==> src/rtl/gpmc_mailbox.sv <==
// Register/FIFO mailbox behind the GPMC synchronizer: level host strobes become
// single commit events, host writes feed a TX FIFO, and host reads drain an RX FIFO.
module gpmc_mailbox #(
    parameter int                    ADDR_WIDTH = 16,
    parameter int                    DATA_WIDTH = 16,
    parameter int                    FIFO_AW    = 4,
    parameter logic [ADDR_WIDTH-1:0] REG_BASE   = '0,
    parameter logic [DATA_WIDTH-1:0] ID_VALUE   = 16'hB1E0
) (
    input  logic                  clk,
    input  logic                  reset,
    input  logic                  host_cs,
    input  logic                  host_we,
    input  logic                  host_oe,
    input  logic [ADDR_WIDTH-1:0] host_address,
    input  logic [DATA_WIDTH-1:0] host_wdata,
    output logic [DATA_WIDTH-1:0] host_rdata,
    output logic [DATA_WIDTH-1:0] tx_data,
    output logic                  tx_valid,
    input  logic                  tx_ready,
    input  logic [DATA_WIDTH-1:0] rx_data,
    input  logic                  rx_valid,
    output logic                  rx_ready,
    output logic                  irq
);

    localparam int DEPTH = 2 ** FIFO_AW;
    localparam logic [ADDR_WIDTH-1:0] OFF_ID  = ADDR_WIDTH'(0);
    localparam logic [ADDR_WIDTH-1:0] OFF_ST  = ADDR_WIDTH'(1);
    localparam logic [ADDR_WIDTH-1:0] OFF_CTL = ADDR_WIDTH'(2);
    localparam logic [ADDR_WIDTH-1:0] OFF_TX  = ADDR_WIDTH'(3);
    localparam logic [ADDR_WIDTH-1:0] OFF_RX  = ADDR_WIDTH'(4);
    localparam logic [FIFO_AW:0]      FULL_CNT = (FIFO_AW + 1)'(DEPTH);

    logic                  wr_act, wr_q, wr_commit;
    logic                  rd_act, rd_q, rd_commit;
    logic [ADDR_WIDTH-1:0] wr_addr_q, rd_addr_q;
    logic [DATA_WIDTH-1:0] wr_data_q;
    logic [ADDR_WIDTH-1:0] wr_off, rd_off, cur_off;

    logic [DATA_WIDTH-1:0] tx_mem [DEPTH];
    logic [DATA_WIDTH-1:0] rx_mem [DEPTH];
    logic [FIFO_AW:0]      tx_wptr, tx_rptr, rx_wptr, rx_rptr;
    logic [FIFO_AW:0]      tx_count, rx_count;
    logic                  tx_full, tx_empty, rx_full, rx_empty;

    logic                  ctl_wr, tx_flush, rx_flush, clr_sticky;
    logic                  tx_push_req, tx_push, tx_pop, rx_push, rx_pop;
    logic                  irq_en, tx_ovf, rx_ovf;
    logic [15:0]           status;
    logic [DATA_WIDTH-1:0] rx_head, rd_mux;

    assign wr_act    = ~host_cs & ~host_we;
    assign rd_act    = ~host_cs & ~host_oe;
    assign wr_commit = wr_q & ~wr_act;
    assign rd_commit = rd_q & ~rd_act;

    always_ff @(posedge clk or posedge reset) begin
        if (reset) begin
            wr_q      <= 1'b0;
            rd_q      <= 1'b0;
            wr_addr_q <= '0;
            wr_data_q <= '0;
            rd_addr_q <= '0;
        end else begin
            wr_q <= wr_act;
            rd_q <= rd_act;
            if (wr_act) begin
                wr_addr_q <= host_address;
                wr_data_q <= host_wdata;
            end
            if (rd_act) begin
                rd_addr_q <= host_address;
            end
        end
    end

    assign wr_off  = wr_addr_q - REG_BASE;
    assign rd_off  = rd_addr_q - REG_BASE;
    assign cur_off = host_address - REG_BASE;

    assign tx_count = tx_wptr - tx_rptr;
    assign rx_count = rx_wptr - rx_rptr;
    assign tx_full  = (tx_count == FULL_CNT);
    assign tx_empty = (tx_count == '0);
    assign rx_full  = (rx_count == FULL_CNT);
    assign rx_empty = (rx_count == '0);

    assign ctl_wr      = wr_commit & (wr_off == OFF_CTL);
    assign tx_flush    = ctl_wr & wr_data_q[1];
    assign rx_flush    = ctl_wr & wr_data_q[2];
    assign clr_sticky  = ctl_wr & wr_data_q[3];
    assign tx_push_req = wr_commit & (wr_off == OFF_TX);
    assign tx_push     = tx_push_req & ~tx_full;
    assign tx_pop      = ~tx_empty & tx_ready;
    assign rx_push     = rx_valid & ~rx_full;
    assign rx_pop      = rd_commit & (rd_off == OFF_RX) & ~rx_empty;

    assign tx_valid = ~tx_empty;
    assign tx_data  = tx_mem[tx_rptr[FIFO_AW-1:0]];
    assign rx_ready = ~rx_full;

    // Storage carries no reset; pointers alone define what is valid.
    always_ff @(posedge clk) begin
        if (tx_push) tx_mem[tx_wptr[FIFO_AW-1:0]] <= wr_data_q;
        if (rx_push) rx_mem[rx_wptr[FIFO_AW-1:0]] <= rx_data;
    end

    always_ff @(posedge clk or posedge reset) begin
        if (reset) begin
            tx_wptr <= '0;
            tx_rptr <= '0;
            rx_wptr <= '0;
            rx_rptr <= '0;
        end else begin
            if (tx_flush) begin
                tx_wptr <= '0;
                tx_rptr <= '0;
            end else begin
                if (tx_push) tx_wptr <= tx_wptr + 1'b1;
                if (tx_pop)  tx_rptr <= tx_rptr + 1'b1;
            end
            if (rx_flush) begin
                rx_wptr <= '0;
                rx_rptr <= '0;
            end else begin
                if (rx_push) rx_wptr <= rx_wptr + 1'b1;
                if (rx_pop)  rx_rptr <= rx_rptr + 1'b1;
            end
        end
    end

    // A new overflow in the same clk as clr_sticky keeps the flag set.
    always_ff @(posedge clk or posedge reset) begin
        if (reset) begin
            irq_en <= 1'b0;
            tx_ovf <= 1'b0;
            rx_ovf <= 1'b0;
            irq    <= 1'b0;
        end else begin
            if (ctl_wr) irq_en <= wr_data_q[0];
            if (tx_push_req & tx_full) tx_ovf <= 1'b1;
            else if (clr_sticky)       tx_ovf <= 1'b0;
            if (rx_valid & rx_full)    rx_ovf <= 1'b1;
            else if (clr_sticky)       rx_ovf <= 1'b0;
            irq <= irq_en & ~rx_empty;
        end
    end

    assign status  = {8'(rx_count), 2'b00, rx_ovf, tx_ovf, rx_full, rx_empty, tx_empty, tx_full};
    assign rx_head = rx_empty ? '0 : rx_mem[rx_rptr[FIFO_AW-1:0]];

    always_comb begin
        rd_mux = '0;
        case (cur_off)
            OFF_ID:  rd_mux = ID_VALUE;
            OFF_ST:  rd_mux = DATA_WIDTH'(status);
            OFF_CTL: rd_mux = DATA_WIDTH'(irq_en);
            OFF_RX:  rd_mux = rx_head;
            default: rd_mux = '0;
        endcase
    end

    always_ff @(posedge clk or posedge reset) begin
        if (reset) begin
            host_rdata <= '0;
        end else begin
            host_rdata <= host_cs ? '0 : rd_mux;
        end
    end

endmodule

==> config.mk <==
export PLATFORM = sky130hd
export DESIGN_NAME = gpmc_mailbox
export DESIGN_NICKNAME = d
export VERILOG_FILES = /design/src/rtl/gpmc_mailbox.sv
export SDC_FILE = /design/constraint.sdc
export NUM_CORES = 1
export LEC_CHECK = 0
export BUFFER_PORTS_ARGS = -buffer_cell sky130_fd_sc_hd__buf_2
export CAP_MARGIN = 20
export CORE_MARGIN = 2
export CORE_UTILIZATION = 55
export CTS_CLUSTER_DIAMETER = 50
export DETAILED_ROUTE_END_ITERATION = 8
export PLACE_DENSITY = 0.74
export SLEW_MARGIN = 20
export SYNTH_ARGS = -nofsm -noshare
export SYNTH_HDL_FRONTEND = slang
export SYNTH_SLANG_ARGS = --single-unit
==> constraint.sdc <==
create_clock -name clk -period 3.6 [get_ports clk]
set_input_delay 0 -clock clk [delete_from_list [all_inputs] [get_ports clk]]
set_output_delay 0 -clock clk [all_outputs]
set_load 0.01 [all_outputs]
==> results.md <==
- The clock insertion delay at the later pin of the skew report is just over 0.6 ns.
- After the first detailed-routing iteration, the DRC count stood at about 1200.
- The minimum clock period after layout is between 3 and 4 ns.
- The HPWL after detailed placement is between 20000 and 30000 um.
- The standard-cell row count is between 70 and 80.
- The netlist uses 52 different library cells.
- The top flip-flop cell by instance count after synthesis is sky130_fd_sc_hd__edfxtp_1.
- Synthesis produced a netlist with a net count of approximately 1300.
- The total power density per cell area is approximately 650 nW/um2.
- Static timing analysis puts the maximum clock frequency at about 0.3 GHz.
- The total global routing overflow is 0.
- The initial antenna violation count is 2.
- The biggest area contributor in the post-synthesis netlist is sky130_fd_sc_hd__edfxtp_1.
- In the final layout, the share of cells above drive strength 1 is 0.3229.
- The share of the Yosys chip area taken by registers is 0.7435.
- The capturing element type of the critical path is an output port.
- Setup violations remaining at the end of the flow were counted as 0.
- The number of buffers inserted by post-CTS setup repair is 0.
- The number of buffers created by CTS is 59.
- The worst setup path is launched from a flop.
- The count of final max-slew check failures is 0.
- The peak fanout along the critical path is 41.
- After clock tree synthesis, the clock-pin slew on the worst setup and hold paths is around 0.060 ns.
- Dividing the detail-routed wire length by the instance count gives approximately 26 um.
- In this run, synthesis inferred about 510 flip-flops with an integrated enable.
- The clock passes through at most 3 buffers.
- The area share of the leading cell type in the synthesized netlist is 0.6485.
- The worst-case hold slack is between 0.1 and 0.15 ns.
- The detailed-router iteration count before antenna repair is 5.
- The aggregate routed wire length is 51640 um.
- The via density per instance is between 6 and 7.
- For the pin with the worst max-slew slack, the measured transition is roughly 1.2 ns.
- The count of max-cap constraint violations is 0.
- The post-synthesis area per instance is 20.06 um2.
- Dividing the final minimum period by the clock period gives 0.9236.
- The flip-flop and latch count after synthesis is roughly 600.
- The yosys synthesis warning count is 0.
- The number of instances in the synthesized netlist is ~1200.
- The type of the most critical hold path is primary input to asynchronous set/reset pin.
- The critical path launch point is tx_rptr[0].
- The worst path required time is approximately 3.6 ns.
- At the end of the flow, the number of nets in the layout was 1460.
- Fill cells in the final layout number 2805.
- The core box area is 42790 um2.
- Input and output buffers added on the ports amount to 89.
- Across the VDD grid, the largest voltage drop is about 0.47 mV.
- The total count of hold-check failures in the final report is 0.
- From synthesis to final layout, the design area changed by 16.89%.
- Once layout is complete, the utilization of the core stands at 0.6476.
- TritonCTS built the clock tree.
- The H-tree generated during clock tree synthesis spans 2 levels.
- The cell at the root of the clock tree is sky130_fd_sc_hd__clkbuf_16.
- The first global-routing pass estimated about 78000 um of wire.
- The total routing resource utilization after global routing is 0.2392.
- The overall die height is ~210 um.
- At the end of routability-driven placement, the weighted congestion stood at about 0.83.
- The number of sinks handled by clock tree synthesis is 602.
- During I/O placement, the number of pins put on the boundary was 90.
- The initial utilization of the core area, before any placement, comes to 0.5540.
- The detail route stage leaves a number of antenna-violating nets equal to 0.
- For this block, the via count after detailed routing is about 12000.
- The static power due to leakage is slightly below 0.01 uW.
- The worst clock skew on the final layout is between 0.02 and 0.03 ns.
- The relative max-transition margin is 0.2207.
- For this run, design rule violations remaining after detail routing come to 0.
- The largest net degree at the start of global routing is 68.
- The full die area is approximately 45000 um2.
- Setup repair after global routing left no endpoint under its margin.
- The flow ran to the end, and the final reports show no timing, DRC or antenna violations.
- The die span in x is between 200 and 250 um.
- After synthesis, the cell types taking the most area are sky130_fd_sc_hd__edfxtp_1 65%, sky130_fd_sc_hd__mux4_2 14%, sky130_fd_sc_hd__dfrtp_1 9.5%.
- The via count of the first global-routing pass is 12770.
- The startpoint identified for the worst register-to-register timing path is rx_wptr[0].
- The arrival time at the worst endpoint is 3.33 ns.
- The share of synthesized flip-flops with an asynchronous set or reset is 0.1495.
- The worst register-to-register path has a depth of 9.
- The post-synthesis instance area is around 24000 um2.
- The critical path in this run is classified as flop to output port.
## logic make-up after synthesis
family / Yosys count / share of synthesized area
xor gates and xnor gates: 21 / 0.008391
and+or+nand+nor: 212 / 0.04491
AOI/OAI and AO/OA: 53 / 0.01425
muxes: 203 / 0.1658
adders and majority gates: 19 / 0.01034
DFF: 602 / 0.7435
buffers and inverters: 72 / 0.01277
## layout by cell type (no fill, tap or decap), types with 18 or more instances in the layout
| master | n |
|---|---|
| sky130_fd_sc_hd__a21oi_1 | 22 |
| sky130_fd_sc_hd__and3_1 | 26 |
| sky130_fd_sc_hd__buf_2 | 89 |
| sky130_fd_sc_hd__buf_4 | 48 |
| sky130_fd_sc_hd__clkbuf_16 | 59 |
| sky130_fd_sc_hd__dfrtp_1 | 85 |
| sky130_fd_sc_hd__dlygate4sd3_1 | 55 |
| sky130_fd_sc_hd__edfxtp_1 | 512 |
| sky130_fd_sc_hd__ha_1 | 18 |
| sky130_fd_sc_hd__mux2_2 | 48 |
| sky130_fd_sc_hd__mux4_2 | 147 |
| sky130_fd_sc_hd__nand2_1 | 60 |
| sky130_fd_sc_hd__nand3_1 | 27 |
| sky130_fd_sc_hd__nor2_1 | 38 |
## state kept, by name, indices dropped and copies added (netlist names), 16 cells and up
| signal | flops |
|---|---|
| host_rdata | 16 |
| wr_data_q | 16 |
| rd_addr_q | 16 |
| wr_addr_q | 16 |
| tx_mem | 256 |
| rx_mem | 256 |
## final timing paths
path                                 end  slack, ns
max in group asynchronous   wr_addr_q[9]       2.57
min in group clk           wr_data_q[12]       0.16
hold reg to reg             rd_addr_q[2]       0.50
setup / recovery              tx_data[1]       0.27
hold / removal              wr_addr_q[2]       0.14
setup reg to reg            rx_mem[3][1]       0.32
## worst max-delay path, stage by stage, from the launching register on
cell                      delay (ns)
sky130_fd_sc_hd__dfrtp_4        0.42
sky130_fd_sc_hd__buf_4          0.46
sky130_fd_sc_hd__buf_6          0.55
sky130_fd_sc_hd__mux4_2         0.61
sky130_fd_sc_hd__mux4_2         0.49
sky130_fd_sc_hd__buf_2          0.16
## routing by layer
| layer | vias to the layer above | part of all wire | GRT usage | routed length, um |
|---|---|---|---|---|
| li1 | 5184 | - | - | - |
| met1 | 6268 | 0.39 | 0.3154 | 20080 |
| met2 | 487 | 0.51 | 0.3986 | 26200 |
| met3 | 114 | 0.070 | 0.04762 | 3602 |
| met4 | 2 | 0.034 | 0.09082 | 1746 |
| met5 | - | 0.00027 | 0 | 14 |
## per-stage QoR
stage,worst slack [ns],setup TNS (ns),power (uW),instances,area [um2]
after floorplan,-0.1743,-8.366,10640,1182,23710
after global placement,0.3837,0,11590,1815,25090
after detailed placement,0.3446,0,11680,1815,25100
after CTS,0.1621,0,18050,1982,27690
after global routing,0.04848,0,18590,1984,27710
final,0.2749,0,17920,1984,27710
## cell usage after synthesis, types with 9 or more instances
master and instances:
sky130_fd_sc_hd__nor2_1 40, sky130_fd_sc_hd__dfrtp_1 90, sky130_fd_sc_hd__a21oi_1 22, sky130_fd_sc_hd__ha_1 18
sky130_fd_sc_hd__mux4_2 147, sky130_fd_sc_hd__xnor2_1 12, sky130_fd_sc_hd__nor4_1 10, sky130_fd_sc_hd__mux2_2 48
sky130_fd_sc_hd__and3_1 28, sky130_fd_sc_hd__nand2_1 60, sky130_fd_sc_hd__buf_2 11, sky130_fd_sc_hd__edfxtp_1 512
sky130_fd_sc_hd__nor2b_1 11, sky130_fd_sc_hd__inv_1 15, sky130_fd_sc_hd__buf_1 9, sky130_fd_sc_hd__clkbuf_1 31
sky130_fd_sc_hd__nand3_1 27
## report_power, final
group,leakage (uW),internal [uW],switching (uW)
sequential,0.00572,8110,294
combinational,0.00292,1540,1620
clock,0.00100,3710,2640
total,0.00965,13400,4560
## final cells by class
| class | count | area (um2) | share of cell area |
|---|---|---|---|
| well taps | 546 | 683.2 | 0.02465 |
| inverters | 18 | 70.07 | 0.002528 |
| flip-flops and latches | 602 | 17640 | 0.6365 |
| multi-input cells | 508 | 5837 | 0.2106 |
| diodes | 1 | 2.502 | 0.00009030 |
| clock inverters | 46 | 521.8 | 0.01883 |
| repair buffers | 197 | 1448 | 0.05224 |
| clock buffers | 66 | 1513 | 0.05458 |
## repair_timing
item / in CTS / in global routing
hold endpoints to repair: 383 / 0
hold buffers: 55 / 0
resized for setup: 1 / 0
endpoints found under the setup margin: 12 / 0
No activity file was read; power rests on OpenSTA's default activity.
